===== src/rtl/mod7_sched.sv =====
// Round-robin scheduler in front of a shared bit-serial mod-7 residue engine.
// Each granted word is shifted MSB-first; the residue is returned with the requester ID.
module mod7_sched #(
  parameter int NREQ  = 4,
  parameter int IDW   = 2,
  parameter int WIDTH = 8
) (
  input  logic                  clk,
  input  logic                  rst,
  input  logic [NREQ-1:0]       req_valid,
  output logic [NREQ-1:0]       req_ready,
  input  logic [NREQ*WIDTH-1:0] req_data,
  output logic                  res_valid,
  input  logic                  res_ready,
  output logic [2:0]            res_data,
  output logic [IDW-1:0]        res_id,
  output logic                  busy
);

  localparam int CW = $clog2(WIDTH + 1);

  typedef enum logic [1:0] {IDLE, SHIFT, DONE} state_t;

  state_t           state, state_nxt;
  logic [2:0]       residue, residue_nxt;
  logic [3:0]       dbl;
  logic [CW-1:0]    cnt;
  logic [WIDTH-1:0] shreg;
  logic [IDW-1:0]   ptr;
  logic             found, found_hi, found_lo;
  logic [IDW-1:0]   winner, win_hi, win_lo;
  logic [WIDTH-1:0] win_word;
  logic             accept;

  // Two-pass search: indices above the pointer first, then wrap to 0..pointer.
  always_comb begin
    found_hi = 1'b0;
    found_lo = 1'b0;
    win_hi   = '0;
    win_lo   = '0;
    for (int unsigned i = 0; i < NREQ; i++) begin
      if (!found_hi && req_valid[i] && (32'(ptr) < i)) begin
        found_hi = 1'b1;
        win_hi   = IDW'(i);
      end
      if (!found_lo && req_valid[i] && (i <= 32'(ptr))) begin
        found_lo = 1'b1;
        win_lo   = IDW'(i);
      end
    end
    found  = found_hi | found_lo;
    winner = found_hi ? win_hi : win_lo;
  end

  always_comb begin
    win_word = '0;
    for (int unsigned i = 0; i < NREQ; i++) begin
      if (winner == IDW'(i)) win_word = req_data[i*WIDTH +: WIDTH];
    end
  end

  assign accept = (state == IDLE) && found && !rst;

  // 2*r + bit stays below 14, so one conditional subtract keeps it in 0..6.
  assign dbl         = {residue, shreg[WIDTH-1]};
  assign residue_nxt = (dbl >= 4'd7) ? 3'(dbl - 4'd7) : dbl[2:0];

  always_ff @(posedge clk or posedge rst) begin
    if (rst) state <= IDLE;
    else     state <= state_nxt;
  end

  always_comb begin
    state_nxt = state;
    req_ready = '0;
    res_valid = 1'b0;
    busy      = (state != IDLE);
    case (state)
      IDLE: begin
        if (accept) begin
          for (int unsigned i = 0; i < NREQ; i++) req_ready[i] = (winner == IDW'(i));
          state_nxt = SHIFT;
        end
      end
      SHIFT: begin
        if (cnt == CW'(1)) state_nxt = DONE;
      end
      DONE: begin
        res_valid = 1'b1;
        if (res_ready) state_nxt = IDLE;
      end
      default: state_nxt = IDLE;
    endcase
  end

  // The pointer doubles as the ID of the word in flight.
  always_ff @(posedge clk or posedge rst) begin
    if (rst) begin
      residue  <= '0;
      cnt      <= '0;
      shreg    <= '0;
      ptr      <= IDW'(NREQ - 1);
      res_data <= '0;
      res_id   <= '0;
    end else if (accept) begin
      shreg   <= win_word;
      residue <= '0;
      cnt     <= CW'(WIDTH);
      ptr     <= winner;
    end else if (state == SHIFT) begin
      residue <= residue_nxt;
      shreg   <= shreg << 1;
      cnt     <= cnt - CW'(1);
      if (cnt == CW'(1)) begin
        res_data <= residue_nxt;
        res_id   <= ptr;
      end
    end
  end

endmodule

===== config.mk =====
export PLATFORM = sky130hd
export DESIGN_NAME = mod7_sched
export DESIGN_NICKNAME = d
export VERILOG_FILES = /design/src/rtl/mod7_sched.sv
export SDC_FILE = /design/constraint.sdc
export NUM_CORES = 1
export LEC_CHECK = 0
export CAP_MARGIN = 20
export CORE_MARGIN = 3
export CORE_UTILIZATION = 45
export CTS_BUF_LIST = sky130_fd_sc_hd__clkbuf_16
export DETAILED_ROUTE_END_ITERATION = 6
export GPL_TIMING_DRIVEN = 0
export PLACE_DENSITY = 0.79
export REMOVE_ABC_BUFFERS = 1
export SLEW_MARGIN = 20
export SYNTH_ARGS = -nofsm -noshare
export SYNTH_HDL_FRONTEND = slang
export SYNTH_SLANG_ARGS = --single-unit

===== constraint.sdc =====
create_clock -name clk -period 4.3 [get_ports clk]
set_input_delay 0.645 -clock clk [delete_from_list [all_inputs] [get_ports clk]]
set_output_delay 0.645 -clock clk [all_outputs]
set_load 0.02 [all_outputs]

[Word-level counts from Yosys, hierarchy flattened]
Index checks and enable logic that the tools add are counted.
Operators by class
  $add $sub $neg: 2
  $mul: 0
  divide/modulo/power cells: 0
  magnitude comparators: 7
  eq/ne operators: 9
  shift operators: 0
  muxes and demuxes: 32
  bitwise operators: 2
  reduce and logical (&&, ||, !) cells: 25
Operators with widths (number)
  8-bit 2-to-1 mux: 6
  2-bit 2-to-1 mux: 8
  4-bit 2-to-1 mux: 4
  1-bit logical AND: 13
  1-bit 2-to-1 mux: 10
  3-bit 2-to-1 mux: 3
  2-bit equality test (second input constant): 3
  1-bit zero test: 6
  2-bit != test (second input constant): 3
  2-bit one-hot mux with 3 select lines: 1
  3-bit AND reduction: 2
  2-bit by 1-bit equality test with 1-bit output (second input constant): 2
  4-bit by 1-bit equality test with 1-bit output (second input constant): 1
  4-bit by 3-bit greater-or-equal comparator with 1-bit output (second input constant): 1
  2-bit less-or-equal comparator (first input constant): 2
  2-bit zero test: 2
  2-bit less-than comparator (second input constant): 2
  2-bit nonzero test: 2
  4-bit by 1-bit subtractor with 4-bit output (second input constant): 1
  3-bit subtractor (second input constant): 1
  1-bit by 2-bit less-or-equal comparator with 1-bit output (first input constant): 1
  2-bit by 1-bit less-than comparator with 1-bit output (second input constant): 1
  1-bit inverter: 1
  1-bit bitwise OR: 1
Storage, ports and cells
  flip-flop bits (word level): 24
  bits in latches: 0
  bits in writable memories: 0
  ROM bits: 0
  word-level logic and storage cells: 84
  memories kept: 0

[Logic depth before layout (Yosys ltp)]
Gate-level depths: netlist (run 1).
  word-level depth: 20
  gate-level depth with buffers: 7
  gate-level depth less buffers: 5

[Worst setup path after synthesis (run 1)]
Ideal clock, no wire load.
  path type: input to output
  start point: input req_valid[3]
  end point: output req_ready[0]
  arrival: 2.090 ns
  data required time: 3.655 ns
  setup slack: 1.565 ns
  stages on the path: 6
  path through: nor2b_4 o21a_1 or3_1 buf_6 buf_6 nor3_1
Between the ends
  cells in the longest elaborated chain, start to end: 8
  elaborated cells between the ends (all ways): 15
  classes of those cells: 7 x mux; 1 x bitwise; 7 x reduce/logical
Ends and longest elaborated chain
  from (decl): line 10  | input logic [NREQ-1:0] req_valid,
  1-bit logical AND, on equally long branches (2 in series): line 42, 46
  1-bit 2-to-1 mux, on equally long branches: line 42, 46
  1-bit bitwise OR: line 51  | found = found_hi | found_lo;
  1-bit logical AND (2 in series): line 62  | assign accept = (state == IDLE) && found && !rst;
  4-bit 2-to-1 mux (*): line 80  | if (accept) begin
  4-bit 2-to-1 mux (*): line 78  | case (state)
  to (decl): line 11  | output logic [NREQ-1:0] req_ready,
Every way passes the cells marked *; elsewhere a longest branch is shown, timed or not.

[Worst setup path in the final report (run 1)]
Same ends and word-level chain as after synthesis.

==> impl_metrics.py, run 1 <==
metrics = {
    "run_status": {
        "run_status": "completed",
    },
    "synthesis": {
        "synth_top_cell_area_share": 0.369,
        "synth.lib_cells_used.distinct": 39,
        "avgSynthCellArea_um2": 8.87,
        "ys_seq_elements": 24,
        "synth.yosys.seq_area_share": 0.405,
        "yosys-top-cells-area": "sky130_fd_sc_hd__dfrtp_1, sky130_fd_sc_hd__mux2i_1, sky130_fd_sc_hd__nand2_1",
        "netlist_area_mm2": 0.00149,
        "postSynthCellCount": 168,
        "synth-warning-count": 0,
        "synthDominantAreaCellType": "sky130_fd_sc_hd__dfrtp_1",
    },
    "sta": {
        "final-setup-viol-count": 0,
        "max_slew.worst_pin.slew_ps": 912,
        "grt_setup_unrepaired": "no",
        "final_hold_viol_count": 0,
        "clock_skew_ps": 2.71,
        "accumulated_negative_setup_slack_ps": 0,
        "layout_min_cycle_time_ps": 3750,
        "post-route-period-util": 0.872,
        "max_slew_margin": 0.391,
        "maxClockFrequency_ghz": 0.267,
        "fin_max_slew_vios": 0,
        "fin_ws_ps": 549,
    },
    "cells_and_area": {
        "layout_nets": 258,
        "final_layout_size_suffix_gt1_frac": 0.0698,
        "layout.cell_area.non_filler_mm2": 0.00211,
        "diodes": 0,
        "layout.filler_cells": 286,
        "area_delta_synth_final_pct": 41.4,
    },
    "worst_setup_path": {
        "cp_data_arrival_time_ps": 3110,
        "timing.critical_path.from_type": "input port",
        "regToRegSetupSlack_ps": 2120,
        "critPathCaptureType": "primary output",
        "critical_path_peak_fanout": 15,
        "cp_data_required_time_ps": 3650,
        "worst-setup-path-type": "in -> out",
    },
    "floorplanning": {
        "die_width_um": 63.5,
        "initial_core_util": 0.480,
        "chipHeight_um": 63.5,
        "dieArea_mm2": 0.00404,
        "design.portCount": 50,
        "placement_rows": 20,
        "core_area_mm2": 0.00310,
    },
    "flow_run": {
        "max-cap-violations": 0,
    },
    "clock_network": {
        "clk_pin_slew_ps": 60,
        "clk_latency_ps": 260,
        "cts_num_sinks": 24,
        "cts.repair.resized": 0,
        "cts_setup_buffers": 0,
        "clock_tree.htree_level_count": 1,
        "cts-hold-fix-buffers": 0,
        "cts_made_buffers": 3,
        "cts_root_buf": "sky130_fd_sc_hd__clkbuf_16",
        "clockBufferDepth": 2,
        "tritoncts": "done",
    },
    "place": {
        "routabilityCongestion": 0.872,
        "place.detailed.hpwl_um": 2750,
        "io_buffer_count": 49,
        "detailedPlace.worstSlack_ps": 564,
        "placed_area_mm2": 0.00200,
    },
    "detailed_routing": {
        "route.detailed.vias_per_inst": 5.46,
        "detail_routed_net_length_per_standard_cell_um": 14.2,
        "routed_wl_um": 3670,
        "dr_total_vias": 1414,
        "detailed_routing_iterations_pass_1": 4,
        "route.antenna.remaining_nets": 0,
        "dr.first_iter.drc_count": 27,
        "drc_errors": 0,
    },
    "pwr": {
        "total_leakage_power_nw": 0.915,
        "vdd_drop_max_mv": 0.269,
        "cellPowerDensity_mw_per_mm2": 643,
    },
    "global_routing": {
        "grt_start_max_net_pins": 25,
        "globalRoute.totalOverflow": 0,
        "track_usage": 0.192,
        "number_of_global_route_vias_before_repair": 1444,
        "grt_antenna_before_repair": 0,
        "grt_first_pass_wirelength_um": 6300,
    },
    "worst_hold_path": {
        "holdCritPathClass": "reg -> reg",
    },
}
-- synth_stat cells --
cell type,count
sky130_fd_sc_hd__a211o_1,1
sky130_fd_sc_hd__a211oi_1,2
sky130_fd_sc_hd__a21boi_0,1
sky130_fd_sc_hd__a21oi_1,3
sky130_fd_sc_hd__a221o_1,1
sky130_fd_sc_hd__a221oi_1,5
sky130_fd_sc_hd__and3_1,6
sky130_fd_sc_hd__buf_2,1
sky130_fd_sc_hd__buf_6,2
sky130_fd_sc_hd__clkbuf_1,3
sky130_fd_sc_hd__dfrtp_1,22
sky130_fd_sc_hd__dfstp_2,2
sky130_fd_sc_hd__ha_1,3
sky130_fd_sc_hd__inv_1,6
sky130_fd_sc_hd__mux2_2,2
sky130_fd_sc_hd__mux2i_1,12
sky130_fd_sc_hd__nand2_1,26
sky130_fd_sc_hd__nand2b_1,5
sky130_fd_sc_hd__nand3_1,4
sky130_fd_sc_hd__nor2_1,17
sky130_fd_sc_hd__nor2b_1,3
sky130_fd_sc_hd__nor2b_4,1
sky130_fd_sc_hd__nor3_1,6
sky130_fd_sc_hd__nor3_2,1
sky130_fd_sc_hd__nor3b_2,1
sky130_fd_sc_hd__nor4_1,2
sky130_fd_sc_hd__o21a_1,1
sky130_fd_sc_hd__o21ai_0,13
sky130_fd_sc_hd__o21bai_1,2
sky130_fd_sc_hd__o221ai_1,1
sky130_fd_sc_hd__o22a_1,1
sky130_fd_sc_hd__o22ai_1,2
sky130_fd_sc_hd__o31ai_1,1
sky130_fd_sc_hd__o32a_1,1
sky130_fd_sc_hd__or2_2,2
sky130_fd_sc_hd__or3_1,1
sky130_fd_sc_hd__or3b_2,1
sky130_fd_sc_hd__xnor2_1,2
sky130_fd_sc_hd__xor2_1,2
-- where the power goes --
group	switching (W)	internal (W)	total, W
Sequential	0.0000845	0.000341	0.000425
Combinational	0.000355	0.000307	0.000662
Clock	0.0000831	0.000185	0.000268
-- logic make-up (layout without fill, tap and decap cells) --
family,Yosys count,in the layout,share of synthesized area
flops,24,24,0.405
compound gates,35,35,0.158
mux,14,14,0.0957
fa+ha+maj,3,3,0.0252
buf+inv,12,59,0.0411
xor+xnor,4,4,0.0235
simple gates,76,76,0.252
-- stage by stage --
step	total power, W	hold slack (ps)	instances	utilization
after detailed placement	0.00108	478	255	0.645
after floorplan	0.000871	452	162	-
after global placement	0.00105	464	255	0.644
final	0.00136	483	259	0.679
after global routing	0.00146	533	259	0.679
after CTS	0.00136	493	259	0.679
-- cell usage in the layout, fill, tap and decap left out, types with 2 or more instances in the layout --
cell and instances:
sky130_fd_sc_hd__mux2i_1 12, sky130_fd_sc_hd__o22ai_1 2, sky130_fd_sc_hd__nor3_1 6, sky130_fd_sc_hd__nand3_1 4, sky130_fd_sc_hd__nand2_1 26, sky130_fd_sc_hd__clkdlybuf4s50_1 49
sky130_fd_sc_hd__dfrtp_1 22, sky130_fd_sc_hd__nor4_1 2, sky130_fd_sc_hd__xor2_1 2, sky130_fd_sc_hd__a221oi_1 5, sky130_fd_sc_hd__o21bai_1 2, sky130_fd_sc_hd__dfstp_2 2
sky130_fd_sc_hd__nor2_1 17, sky130_fd_sc_hd__xnor2_1 2, sky130_fd_sc_hd__nand2b_1 5, sky130_fd_sc_hd__nor2b_1 3, sky130_fd_sc_hd__and3_1 6, sky130_fd_sc_hd__ha_1 3
sky130_fd_sc_hd__o21ai_0 13, sky130_fd_sc_hd__or2_2 2, sky130_fd_sc_hd__clkbuf_16 3, sky130_fd_sc_hd__a21oi_1 3, sky130_fd_sc_hd__inv_1 6, sky130_fd_sc_hd__mux2_2 2
-- path summary, 6_finish.rpt --
kind / startpoint / to / depth (start not counted)
min: res_data[2] / res_data[2] / 2
min reg2reg: res_data[2] / res_data[2] / 2
max in group asynchronous: rst / res_data[2] / 2
min in group asynchronous: rst / res_id[0] / 2
max reg2reg: ptr[0] / shreg[4] / 5
max: req_valid[3] / req_ready[0] / 6
-- per-layer routing --
| metal | vias to the layer above | global-route usage | wire length, um |
|---|---|---|---|
| li1 | 687 | - | - |
| met1 | 666 | 0.229 | 1510 |
| met2 | 55 | 0.352 | 1870 |
| met3 | 6 | 0.0374 | 255 |
| met4 | 0 | 0.0458 | 39 |
| met5 | - | 0 | 0 |
-- layout make-up --
class | count | area [um^2] | area share
multi-input cells | 132 | 831 | 0.394
repair buffers | 49 | 490 | 0.233
well taps | 44 | 55.1 | 0.0261
clock buffers | 3 | 75.1 | 0.0356
inverters | 6 | 22.5 | 0.0107
clock inverters | 1 | 30.0 | 0.0143
flip-flops and latches | 24 | 603 | 0.286
-- registers in the layout (all words and copies together), names as in the netlist --
name / flops
res_data: 3
ptr: 2
shreg: 8
res_id: 2
residue: 3
cnt: 4
state: 2
-- critical path, cell delays in order --
cell	delay [ps]
sky130_fd_sc_hd__clkdlybuf4s50_1	510
sky130_fd_sc_hd__nor2b_4	180
sky130_fd_sc_hd__o21a_1	210
sky130_fd_sc_hd__or3_1	650
sky130_fd_sc_hd__nor3_1	270
sky130_fd_sc_hd__clkdlybuf4s50_1	630
No activity file was read; power rests on OpenSTA's default activity.
==> run 2, diff against run 1 <==
- DONT_BUFFER_PORTS: unset -> 1
- PLACE_DENSITY: 0.79 -> unset
==> run 2 against run 1 <==
Net effect:
- final cell count is 19% lower
- clock skew rose by 1.3 ps
- first-iteration DRC count grew 22%
- critical path depth shrank 2
- hold slack hardly changed
- highest routed layer unchanged
- die area unchanged
- via count is 16% lower
- sequential cell count unchanged
- clock-buffer cell count is the same
- routed wire length decreased by 8.8%
- critical endpoint unchanged
- fmax is 22% higher
==> impl_metrics.py, run 2 (synthesis results as in run 1) <==
metrics = {
    "floorplanning": {
        "dieArea_mm2": 0.00404,
        "design.portCount": 50,
        "die_width_um": 63.5,
        "initial_core_util": 0.480,
        "placement_rows": 20,
        "core_area_mm2": 0.00310,
        "chipHeight_um": 63.5,
    },
    "global_routing": {
        "grt_first_pass_wirelength_um": 5490,
        "track_usage": 0.174,
        "grt_antenna_before_repair": 0,
        "grt_start_max_net_pins": 25,
        "globalRoute.totalOverflow": 0,
        "number_of_global_route_vias_before_repair": 1223,
    },
    "pwr": {
        "switching_share": 0.416,
        "cellPowerDensity_mw_per_mm2": 748,
        "total_leakage_power_nw": 0.718,
        "power_report.internal_total_w": 0.000694,
        "power_share_of_the_clock_group": 0.171,
        "p_comb_frac": 0.452,
        "power.switching_w": 0.000495,
        "seqPwrFrac": 0.377,
        "vdd_drop_max_mv": 0.270,
    },
    "worst_setup_path": {
        "cp_data_required_time_ps": 3650,
        "timing.reg2reg.worst_path_depth": 5,
        "critical_path_peak_fanout": 15,
        "rr_endpoint": "shreg[3]",
        "regToRegSetupSlack_ps": 2100,
        "timing.critical_path.from_type": "flop",
        "worst-setup-path-type": "reg -> out",
        "critPathCaptureType": "primary output",
        "cp_data_arrival_time_ps": 2420,
        "timing.rr.start": "ptr[0]",
    },
    "worst_hold_path": {
        "holdCritPathClass": "in -> reg",
        "hold_path_end": "state[1]",
        "hp-start": "res_ready",
        "worst_hold_path.num_cells": 1,
    },
    "flow_run": {
        "max-cap-violations": 0,
    },
    "detailed_routing": {
        "detailed_routing_iterations_pass_1": 4,
        "routed_wl_um": 3350,
        "route.detailed.vias_per_inst": 5.66,
        "dr_total_vias": 1188,
        "route.antenna.remaining_nets": 0,
        "drc_errors": 0,
        "dr.first_iter.drc_count": 33,
        "detail_routed_net_length_per_standard_cell_um": 15.9,
    },
    "cells_and_area": {
        "layout.filler_cells": 312,
        "final_layout_size_suffix_gt1_frac": 0.0843,
        "final_cell_count_no_fill": 210,
        "layout_nets": 209,
        "area_delta_synth_final_pct": 6.72,
        "max_flop_register": "shreg",
        "footprint_of_the_multi_input_gates_um2": 831,
        "biggestRegsByFlops": "shreg: 8 flops, cnt: 4 flops",
        "diodes": 0,
        "largest_register_ff_count": 8,
        "final_cell_mix": "sky130_fd_sc_hd__nand2_1, sky130_fd_sc_hd__dfrtp_1, sky130_fd_sc_hd__nor2_1",
        "mostFrequentLayoutCell": "sky130_fd_sc_hd__nand2_1",
        "register_area_um2": 603,
    },
    "place": {
        "routabilityCongestion": 0.789,
        "detailedPlace.worstSlack_ps": 1360,
        "cell_count_after_placement": 206,
        "place.detailed.hpwl_um": 2500,
        "io_buffer_count": 0,
    },
    "clock_network": {
        "cts_setup_buffers": 0,
        "cts_made_buffers": 3,
        "clk_pin_slew_ps": 60,
        "cts_root_buf": "sky130_fd_sc_hd__clkbuf_16",
        "cts-hold-fix-buffers": 0,
        "cts.repair.resized": 0,
        "clock_tree.htree_level_count": 1,
        "clk_latency_ps": 260,
        "cts_num_sinks": 24,
        "tritoncts": "done",
        "clockBufferDepth": 2,
    },
    "sta": {
        "max_slew.worst_pin.slew_ps": 940,
        "layout_min_cycle_time_ps": 3070,
        "max_slew_margin": 0.373,
        "fin_max_slew_vios": 0,
        "maxClockFrequency_ghz": 0.326,
        "accumulated_negative_setup_slack_ps": 0,
        "post-route-period-util": 0.713,
        "fin_ws_ps": 1230,
        "final-setup-viol-count": 0,
        "grt_setup_unrepaired": "no",
        "clock_skew_ps": 4.03,
        "final_hold_viol_count": 0,
    },
    "run_status": {
        "run_status": "completed",
    },
}
-- run 2: changes by cell type in the layout (fill, tap and decap cells not counted), sizes merged --
cell,delta
bufinv,-1
clkdlybuf4s50,-49
inv,+1
-- run 2: critical path, stage by stage (launching register included) --
cell	delay [ps]
sky130_fd_sc_hd__dfstp_2	580
sky130_fd_sc_hd__nor2b_4	50
sky130_fd_sc_hd__o21a_1	210
sky130_fd_sc_hd__or3_1	670
sky130_fd_sc_hd__nor3_1	650
-- run 2: through the flow --
| stage | cell area, um^2 | total power [W] | hold slack, ps | util |
|---|---|---|---|---|
| after floorplan | 1450 | 0.000871 | 452 | - |
| after global placement | 1510 | 0.000965 | 473 | 0.485 |
| after detailed placement | 1510 | 0.000995 | 491 | 0.487 |
| after CTS | 1590 | 0.00120 | 487 | 0.513 |
| after global routing | 1590 | 0.00130 | 483 | 0.513 |
| final | 1590 | 0.00119 | 484 | 0.513 |
-- run 2: area by class of cell --
class | count | share of cell area
Inverter | 6 | 0.0142
Multi-Input combinational cell | 132 | 0.522
Clock inverter | 1 | 0.00236
Clock buffer | 3 | 0.0472
Tap cell | 44 | 0.0346
Sequential cell | 24 | 0.379
-- run 2: per-layer routing --
layer / share of wire / track usage / wire [um]
met4: 0.013 / 0.0566 / 44
met3: 0.071 / 0.0695 / 236
met5: 0 / 0 / 0
met1: 0.44 / 0.216 / 1480
met2: 0.48 / 0.276 / 1590
-- run 2: power by group through the flow --
stage	clock (W)	sequential (W)	combinational, W
after floorplan	0	0.000431	0.000440
after global placement	0	0.000447	0.000518
after detailed placement	0	0.000453	0.000542
after CTS	0.000205	0.000449	0.000544
after global routing	0.000216	0.000464	0.000615
final	0.000204	0.000448	0.000537
-- run 2: how the worst max path moves through the flow --
stage            startpoint            to
2_1_floorplan  req_valid[3]  req_ready[0]
3_3_place_gp       state[1]  req_ready[2]
3_5_place_dp   req_valid[3]  req_ready[0]
4_1_cts              ptr[0]  req_ready[0]
5_1_grt            state[1]  req_ready[2]
6_report             ptr[0]  req_ready[0]
==> run 3, diff against run 2 <==
- clock period: 4.3 -> 3 ns (I/O delays scaled with it)
==> results of run 3 <==
Same layout as run 2 (identical final DEF). Status: completed.
Among the figures that moved: setup slack after placement 1360 ps -> 397 ps; setup slack after layout 1230 ps -> 128 ps; hold slack 484 ps -> 289 ps; register-to-register setup slack 2100 ps -> 800 ps; total power 0.00119 W -> 0.00170 W; worst IR drop on VDD 0.270 mV -> 0.386 mV
